<file path="src/rtl/alu_logic_issuer.sv">
// alu_logic_issuer
//   Decodes MIPS logical instructions (AND/OR/XOR/NOR/move) and issues them to an
//   external combinational logic unit, then returns the captured result through a
//   valid/ready response channel. One request is in flight at a time.
//
//   Optional feature macro: ALU_LOGIC_IMM_EN enables ANDI/ORI/XORI decoding
//   (opcodes 0x0C/0x0D/0x0E) with a zero-extended immediate as operand B.
//
// Ports
//   clk, rst_n            clock and synchronous active-low reset
//   in_valid / in_ready   request handshake (ready only in IDLE)
//   instr, rs_val, rt_val instruction word and operand values
//   lu_ctrl, lu_a, lu_b   control code and operands to the logic unit
//   lu_dout               combinational logic-unit result
//   out_valid / out_ready response handshake
//   result, illegal       captured result and unsupported-instruction flag
//   ops_done              wrapping count of legal responses delivered
module alu_logic_issuer (
    input  logic        clk,
    input  logic        rst_n,
    input  logic        in_valid,
    output logic        in_ready,
    input  logic [31:0] instr,
    input  logic [31:0] rs_val,
    input  logic [31:0] rt_val,
    output logic [3:0]  lu_ctrl,
    output logic [31:0] lu_a,
    output logic [31:0] lu_b,
    input  logic [31:0] lu_dout,
    output logic        out_valid,
    input  logic        out_ready,
    output logic [31:0] result,
    output logic        illegal,
    output logic [15:0] ops_done
);

    localparam logic [3:0] CtrlAnd  = 4'b1000;
    localparam logic [3:0] CtrlOr   = 4'b1110;
    localparam logic [3:0] CtrlXor  = 4'b0110;
    localparam logic [3:0] CtrlNor  = 4'b0001;
    localparam logic [3:0] CtrlPass = 4'b1010;

    typedef enum logic [1:0] {StIdle, StExec, StResp} state_e;

    state_e      state_q, state_d;
    logic [3:0]  ctrl_q, ctrl_d;
    logic [31:0] a_q, a_d;
    logic [31:0] b_q, b_d;
    logic [31:0] result_q, result_d;
    logic        illegal_q, illegal_d;
    logic [15:0] ops_done_q, ops_done_d;

    logic [5:0]  opcode;
    logic [5:0]  funct;
    logic [4:0]  rt_field;
    logic [15:0] imm;
    logic        dec_legal;
    logic [3:0]  dec_ctrl;
    logic [31:0] dec_b;

    assign opcode   = instr[31:26];
    assign funct    = instr[5:0];
    assign rt_field = instr[20:16];
    assign imm      = instr[15:0];

    // rs and rd/shamt fields are not needed: operands arrive as values.
    logic unused_instr;
    assign unused_instr = ^{instr[25:21], instr[15:6]};

    always_comb begin
        dec_legal = 1'b0;
        dec_ctrl  = CtrlPass;
        dec_b     = rt_val;
        case (opcode)
            6'h00: begin
                case (funct)
                    6'h24: begin dec_legal = 1'b1; dec_ctrl = CtrlAnd; end
                    6'h25: begin dec_legal = 1'b1; dec_ctrl = CtrlOr;  end
                    6'h26: begin dec_legal = 1'b1; dec_ctrl = CtrlXor; end
                    6'h27: begin dec_legal = 1'b1; dec_ctrl = CtrlNor; end
                    // addu rd, rs, $zero is the canonical move
                    6'h21: begin
                        if (rt_field == 5'd0) begin
                            dec_legal = 1'b1;
                            dec_ctrl  = CtrlPass;
                        end
                    end
                    default: ;
                endcase
            end
`ifdef ALU_LOGIC_IMM_EN
            6'h0C: begin dec_legal = 1'b1; dec_ctrl = CtrlAnd; dec_b = {16'b0, imm}; end
            6'h0D: begin dec_legal = 1'b1; dec_ctrl = CtrlOr;  dec_b = {16'b0, imm}; end
            6'h0E: begin dec_legal = 1'b1; dec_ctrl = CtrlXor; dec_b = {16'b0, imm}; end
`endif
            default: ;
        endcase
    end

    always_comb begin
        state_d    = state_q;
        ctrl_d     = ctrl_q;
        a_d        = a_q;
        b_d        = b_q;
        result_d   = result_q;
        illegal_d  = illegal_q;
        ops_done_d = ops_done_q;
        case (state_q)
            StIdle: begin
                if (in_valid) begin
                    result_d = 32'd0;
                    if (dec_legal) begin
                        state_d   = StExec;
                        ctrl_d    = dec_ctrl;
                        a_d       = rs_val;
                        b_d       = dec_b;
                        illegal_d = 1'b0;
                    end else begin
                        // Unsupported ops skip the logic unit entirely.
                        state_d   = StResp;
                        illegal_d = 1'b1;
                    end
                end
            end
            StExec: begin
                result_d = lu_dout;
                state_d  = StResp;
            end
            StResp: begin
                if (out_ready) begin
                    state_d = StIdle;
                    if (!illegal_q) begin
                        ops_done_d = ops_done_q + 16'd1;
                    end
                end
            end
            default: state_d = StIdle;
        endcase
    end

    always_ff @(posedge clk) begin
        if (!rst_n) begin
            state_q    <= StIdle;
            ctrl_q     <= CtrlPass;
            a_q        <= 32'd0;
            b_q        <= 32'd0;
            result_q   <= 32'd0;
            illegal_q  <= 1'b0;
            ops_done_q <= 16'd0;
        end else begin
            state_q    <= state_d;
            ctrl_q     <= ctrl_d;
            a_q        <= a_d;
            b_q        <= b_d;
            result_q   <= result_d;
            illegal_q  <= illegal_d;
            ops_done_q <= ops_done_d;
        end
    end

    assign in_ready  = (state_q == StIdle);
    assign out_valid = (state_q == StResp);
    assign result    = result_q;
    assign illegal   = illegal_q;
    assign ops_done  = ops_done_q;

    // Logic unit sees the captured operation only while executing.
    always_comb begin
        lu_ctrl = CtrlPass;
        lu_a    = 32'd0;
        lu_b    = 32'd0;
        if (state_q == StExec) begin
            lu_ctrl = ctrl_q;
            lu_a    = a_q;
            lu_b    = b_q;
        end
    end

endmodule

</file>
<file path="config.mk">
export PLATFORM = sky130hd
export DESIGN_NAME = alu_logic_issuer
export DESIGN_NICKNAME = d
export VERILOG_FILES = /design/src/rtl/alu_logic_issuer.sv
export SDC_FILE = /design/constraint.sdc
export NUM_CORES = 1
export LEC_CHECK = 0
export ABC_AREA = 0
export CAP_MARGIN = 10
export CORE_UTILIZATION = 43
export DETAILED_ROUTE_END_ITERATION = 12
export PLACE_DENSITY = 0.89
export SYNTH_ARGS = -nofsm -noshare
export SYNTH_HDL_FRONTEND = slang
export SYNTH_SLANG_ARGS = --single-unit
</file>
<file path="constraint.sdc">
create_clock -name clk -period 2.5 [get_ports clk]
set_input_delay 0.375 -clock clk [delete_from_list [all_inputs] [get_ports clk]]
set_output_delay 0.375 -clock clk [all_outputs]
set_load 0.05 [all_outputs]
</file>
==> metrics.md, run 1 <==
| Metric | Value |
|---|---|
| CTS buffer count | 17 |
| Gate Count Post-Synth | around 600 |
| Clock Tree Buf Depth | 2 |
| Root buffer cell | clkbuf_16 |
| Worst path slowest cell | clkdlybuf4s50_1 |
| Count leader, synth | dfxtp_1 |
| RSZ-0062 raised after global routing | no |
| Total wire length | between 15000 and 20000 microns |
| Core area | roughly 11000 sq um |
| Final Setup Violations | 0 |
| Port bufs | 235 |
| CP max FO | 7 |
| Half-perimeter wire length after placement | 11800 microns |
| Row count | 38 |
| Outcome | completed |
| Via density | around 5.6 |
| Crit end category | primary output |
| Worst IR Drop VDD | between 0.0003 and 0.0004 V |
| Worst path max stage delay | ~0.82 ns |
| Clock Skew | roughly 0.012 ns |
| Flip-flop and latch area | between 2000 and 2500 sq um |
| Top post-synthesis cells by area | dfxtp_1 48%, and2_1 8.3%, a21oi_1 7.3% |
| Final ANT Viol Nets | 0 |
| Placed cells | 940 |
| Remaining Overflow, GRT | 0 |
| EDFF count, synth | 0 |
| Worst reg-to-reg setup slack | around 0.60 ns |
| Post-Syn Area | roughly 5000 sq um |
| Post-synth top cells | 119 x dfxtp_1, 73 x a21oi_1, 69 x nand3_1 |
| Sequential area share after synthesis | between 40% and 50% |
| FF-to-FF End | ops_done[15] |
| Worst Setup Start Kind | flip-flop |
| Htree depth | 4 |
| Post-layout net count | about 950 |
| Yosys top cell area share | between 40% and 50% |
| Power per cell area | around 530 nW/um^2 |
| Compound-Gate Fraction of Synth Area | about a fifth |
| Die height | roughly 110 microns |
| Yosys synthesis warning count | 0 |
| Ys async rst share | 0% |
| Crit path from | state_q[1] |
| N_diodes | 0 |
| Post-CTS Hold Buffers | 0 |
| Worst rel slew slack | 58.2% |
| R2r worst-path depth | 4 |
| Fill count | roughly 700 |
| Final critical-path required period | between 2 and 2.5 ns |
| DIE WIDTH | about 110 microns |
| Max Cap Viol | 0 |
| Crit share post-route | between 90% and 100% |
| Via count of the first global-routing pass | approximately 5400 |
| Synthesized area per cell | 8.27 sq um |
| Final Hold Fails | 0 |
| CP Depth | 3 |
| First-pass GRT wire length | between 20000 and 30000 microns |
| Max Fclk | ~430 MHz |
| Leakage | 3.09 nW |
| Clock sinks | around 120 |
| Share of layout cells above drive strength 1 | ~15% |
| Vias post-DR | between 5000 and 6000 |
| Cells along the critical path | inv_1 > nor2_1 > clkdlybuf4s50_1 |
| DRC viols | 0 |
| Req. time, crit path | roughly 2.1 ns |
| Worst skew pair latency | approximately 0.4 ns |
| Clock slew at reported path FFs | 0.06 ns |
| Crit path buf inv count | 2 |
| Multiplexer share of the synthesized area | 0% |
| Synth Area in Simple Gates | 24.7% |
| Worst hold path type | flip-flop to flip-flop |
| Worst-Margin Slew | 0.621 ns |
| Post-Synthesis Net Count | approximately 740 |
| Wirelength per Cell | ~17 microns |
| Final std cells w/o fill | between 900 and 1000 |
| Worst Path Arrival | 1.96 ns |
| Largest family of logic cells by synthesized area | simple AND/OR/NAND/NOR gates |
| Die area | ~12000 sq um |
| Synth area leader | dfxtp_1 |
| Seq cells post-synth | approximately 120 |
| Final Max Tran Viols | 0 |
| # Post-CTS Setup Buffers | 0 |
| First-pass DRT Iterations | 5 |
| Multi-input logic area | about 2400 sq um |
| Crit Reg-Reg Startpoint | state_q[0] |
| RePlAce Congestion | slightly above 0.8 |
| Distinct cells, synth | 39 |
| 1st-iter DRT viols | 444 |
| Util after Layout | roughly four fifths |
| Initial antenna violation count | 0 |
| I/O Pins | roughly 250 |
| Post-synthesis adder-cell area fraction | less than 1% |
| Area Growth Syn to Fin | 76.1% |
| Largest net degree at the start of global routing | around 70 |
| Critical path's top delay family | buffers and inverters |
| Top FF cell, synth | dfxtp_1 |
| CTS tree | yes |
| Design Area, Final | 8770 sq um |
| Placed instance area | 8160 sq um |
| CP Class | flip-flop to primary output |
| Final setup TNS | 0 ns |
| Crit path capture | out_valid |
| CTS resizes | 0 |
| Global Route Usage Sum | 27.9% |
| Synth Area in XOR/XNOR | 1.93% |
| Initial Utilization | 45.0% |
cells by family (layout without fill, tap and decap cells):
| kind of cell | count (synthesis) | in the layout |
|---|---|---|
| adders and majority gates | 1 | 1 |
| AOI/OAI and AO/OA | 184 | 184 |
| DFF | 119 | 119 |
| and+or+nand+nor | 227 | 227 |
| xor gates and xnor gates | 11 | 11 |
| buffers and inverters | 60 | 291 |
final cells by class:
type                    instances  area share (%)
inverters                       4           0.186
well taps                     140            2.00
clock inverters                14            1.73
repair buffers                255            36.7
flip-flops and latches        119            27.2
clock buffers                  18            5.01
multi-input cells             423            27.2
worst register-to-register path, cell delays in order (launching register included):
cell	delay, ns
dfxtp_1	0.39
nand4bb_4	0.29
or3_1	0.51
or4_1	0.51
a21oi_1	0.15
layer usage:
metal | routed length (microns) | GRT usage [%]
met5 | 0 | 0
met4 | 643 | 15.5
met3 | 1200 | 7.35
met2 | 8710 | 49.8
met1 | 6250 | 29.7
through the flow:
stage	hold WS [ns]	total power, mW	setup slack, ns
2_1_floorplan	0.441	2.05	0.514
3_3_place_gp	0.456	2.28	0.130
3_5_place_dp	0.463	2.29	-0.0663
4_1_cts	0.472	4.67	0.141
5_1_grt	0.488	4.80	0.0852
6_report	0.472	4.66	0.167
state kept, by name, summed over array words and instances (netlist names):
name / cells
result: 32
ctrl_q: 4
state_q: 2
ops_done: 16
b_q: 32
illegal: 1
a_q: 32
power by group:
| group | total, mW | internal (mW) | switching, mW |
|---|---|---|---|
| sequential | 1.91 | 1.90 | 0.00634 |
| combinational | 0.353 | 0.202 | 0.151 |
| clock | 2.40 | 1.50 | 0.897 |
| total | 4.66 | 3.60 | 1.05 |
worst min path at each step:
stage | from | endpoint | slack, ns | cells after the start
floorplan | ctrl_q[2] | ctrl_q[2] | 0.44 | 1
global placement | ctrl_q[2] | ctrl_q[2] | 0.46 | 1
detailed placement | ctrl_q[2] | ctrl_q[2] | 0.46 | 1
CTS | b_q[27] | b_q[27] | 0.47 | 2
global route | b_q[27] | b_q[27] | 0.49 | 2
finish | b_q[27] | b_q[27] | 0.47 | 2
placed cells by master, fill, tap and decap left out, drive strengths merged, types with 4 or more instances in the layout:
cell | netlist | routed
nor2 | 51 | 51
clkbuf | 45 | 18
a21oi | 73 | 73
a22oi | 32 | 32
nand3 | 69 | 69
and2 | 66 | 66
nand4 | 7 | 7
or3 | 4 | 4
dfxtp | 119 | 119
inv | 4 | 5
buf | 11 | 88
clkinvlp | 0 | 5
xor2 | 6 | 6
clkinv | 0 | 6
clkdlybuf4s50 | 0 | 167
xnor2 | 5 | 5
o21ai | 69 | 69
nand2 | 9 | 9
Note: power is estimated with default switching activity, not from simulation.
==> inputs of run 2 (changes only) <==
Settings changed: SKIP_LAST_GASP set to 1.
==> results of run 2 <==
The final DEF is identical to that of run 1; final timing and power are the same.
==> inputs of run 3 (changes only) <==
Settings changed: PLACE_DENSITY 0.89 to 0.95, SLEW_MARGIN set to 20.
==> metrics.md, run 3 (same netlist as run 1, synthesis figures left out) <==
| Metric | Value |
|---|---|
| Placed instance area | 8190 sq um (+0.34%) |
| Pre-CTS setup slack | 0.185 ns (+0.251 ns) |
| Sequential share of power | 41.2% (+0.2 points) |
| Htree depth | 4 (unchanged) |
| Wirelength per Cell | 16.3 microns (-5.7%) |
| Final Setup Violations | 0 (unchanged) |
| Clock slew at reported path FFs | 0.06 ns (about the same) |
| Busiest grt layer | met2 |
| Final critical-path required period | 2.35 ns (+0.0215 ns) |
| Post-CTS Hold Buffers | 0 (unchanged) |
| 1st-iter DRT viols | 459 (+3.4%) |
| Outcome | completed |
| Max Cap Viol | 0 (unchanged) |
| Design Area, Final | 8770 sq um (about the same) |
| Commonest non-fill, non-tap cell in the layout | clkdlybuf4s50_1 |
| Clock sinks | 119 (unchanged) |
| Worst IR Drop VDD | 0.000476 V (+37%) |
| FF-to-FF End | ops_done[15] |
| Final setup TNS | 0 ns (unchanged) |
| Min Hold Slack | 0.467 ns (-0.00503 ns) |
| Global Route Usage Sum | 26.9% (-0.99 points) |
| Area Growth Syn to Fin | 76.1% (about the same) |
| First-pass DRT Iterations | 5 (unchanged) |
| I/O Pins | 251 (unchanged) |
| Worst Hold End | a_q[6] |
| Cell internal pwr | 3.52 mW (-2.2%) |
| Worst Path Arrival | 1.98 ns (+0.02 ns) |
| Leakage | 3.08 nW (-0.14%) |
| R2r worst-path depth | 4 (unchanged) |
| CTS tree | yes |
| Clock network power share | 51.2% (-0.3 points) |
| Largest net degree at the start of global routing | 65 (-5.8%) |
| Total wire length | 15800 microns (-6.1%) |
| Worst reg-to-reg setup slack | 0.61 ns (about the same) |
| Final ANT Viol Nets | 0 (unchanged) |
| GR Layer Usage met3 | 8.42% (+1.1 points) |
| N_diodes | 0 (unchanged) |
| Via count of the first global-routing pass | 5205 (-3.9%) |
| Initial antenna violation count | 0 (unchanged) |
| Fill count | 675 (-3.8%) |
| Row count | 38 (unchanged) |
| Max Fclk | 425 MHz (-0.91%) |
| Req. time, crit path | 2.12 ns (about the same) |
| CTS buffer count | 17 (unchanged) |
| Power per cell area | 527 nW/um^2 (-0.67%) |
| # Post-CTS Setup Buffers | 0 (unchanged) |
| Final Max Tran Viols | 0 (unchanged) |
| Met1 usage | 30.6% (+0.86 points) |
| Most frequent cells in the layout | 167 x clkdlybuf4s50_1, 119 x dfxtp_1, 74 x buf_12 |
| CTS resizes | 0 (unchanged) |
| CP max FO | 7 (unchanged) |
| Via density | 5.44 (-3.6%) |
| Setup ws final | 0.146 ns (-0.0215 ns) |
| Final Hold Fails | 0 (unchanged) |
| Met2 GRT Util | 46.2% (-3.6 points) |
| Half-perimeter wire length after placement | 11000 microns (-6.8%) |
| Crit Reg-Reg Startpoint | state_q[0] |
| Sw Share | 23.8% (+1.2 points) |
| Die height | 110 microns (unchanged) |
| Worst Setup Start Kind | flip-flop |
| Power share of the combinational group | 7.5% (about the same) |
| Crit end category | primary output |
| Worst rel slew slack | 64.2% (+5.9 points) |
| CP Class | flip-flop to primary output |
| Crit share post-route | 94.2% (+0.86 points) |
| WHS Path Cells | 2 (unchanged) |
| Post-layout net count | 949 (-0.42%) |
| Initial Utilization | 45.0% (unchanged) |
| RSZ-0062 raised after global routing | no |
| Worst skew pair latency | 0.40 ns (about the same) |
| DIE WIDTH | 110 microns (unchanged) |
| RePlAce Congestion | 0.780 (-3.1%) |
| Psw | 1.10 mW (+4.5%) |
| Die area | 12000 sq um (unchanged) |
| Share of layout cells above drive strength 1 | 15.1% (-0.41 points) |
| Worst-Margin Slew | 0.535 ns (-0.0852 ns) |
| DRC viols | 0 (unchanged) |
| Worst hold path type | flip-flop to flip-flop |
| Remaining Overflow, GRT | 0 (unchanged) |
| Clock Tree Buf Depth | 2 (unchanged) |
| Core area | 11100 sq um (unchanged) |
| Hold_sp | a_q[6] |
| Vias post-DR | 5268 (-4.0%) |
| First-pass GRT wire length | 25100 microns (-3.1%) |
| Port bufs | 235 (unchanged) |
| Root buffer cell | clkbuf_16 |
| Clock Skew | 0.00730 ns (-0.00446 ns) |
-- run 3: stage by stage --
stage / util, % / total power [mW] / cells
2_1_floorplan: - / 2.05 / 602
3_3_place_gp: 73.9 / 2.29 / 937
3_5_place_dp: 73.9 / 2.29 / 937
4_1_cts: 79.1 / 4.65 / 969
5_1_grt: 79.1 / 4.78 / 969
6_report: 79.1 / 4.62 / 969
-- run 3: worst max path at each step --
stage                 from      endpoint  slack, ns  cells after the start
3_3_place_gp     instr[27]     ctrl_q[1]       0.25                      7
6_report        state_q[1]     out_valid       0.15                      3
3_5_place_dp     instr[27]     ctrl_q[1]       0.19                      7
4_1_cts         state_q[1]     out_valid       0.12                      3
2_1_floorplan  ops_done[2]  ops_done[15]       0.51                      5
5_1_grt         state_q[1]     out_valid       0.02                      3
-- run 3: area by class of cell --
type | instances | area [sq um] | area share, %
Tap cell | 140 | 175 | 2.00
Clock buffer | 18 | 439 | 5.01
Sequential cell | 119 | 2380 | 27.2
Inverter | 4 | 16.3 | 0.186
Multi-Input combinational cell | 423 | 2390 | 27.2
Timing Repair Buffer | 251 | 3230 | 36.8
Clock inverter | 14 | 138 | 1.57
-- run 3: worst max-delay path: stages, from the launching register on --
cell and delay, ns:
dfxtp_1 0.50, inv_1 0.13, nor2_1 0.12, clkdlybuf4s50_1 0.84
-- run 3: power by group through the flow --
| stage | clock network [mW] | registers, mW | logic (mW) |
|---|---|---|---|
| 2_1_floorplan | 0 | 1.96 | 0.0969 |
| 3_3_place_gp | 0 | 1.95 | 0.341 |
| 3_5_place_dp | 0 | 1.95 | 0.345 |
| 4_1_cts | 2.40 | 1.91 | 0.348 |
| 5_1_grt | 2.51 | 1.91 | 0.369 |
| 6_report | 2.37 | 1.91 | 0.349 |
-- run 3: routing by layer --
metal  part of all wire [%]  up-vias
met5                      0        -
li1                       -     2545
met1                     39     2469
met4                    3.4        0
met3                    7.0       37
met2                     50      217
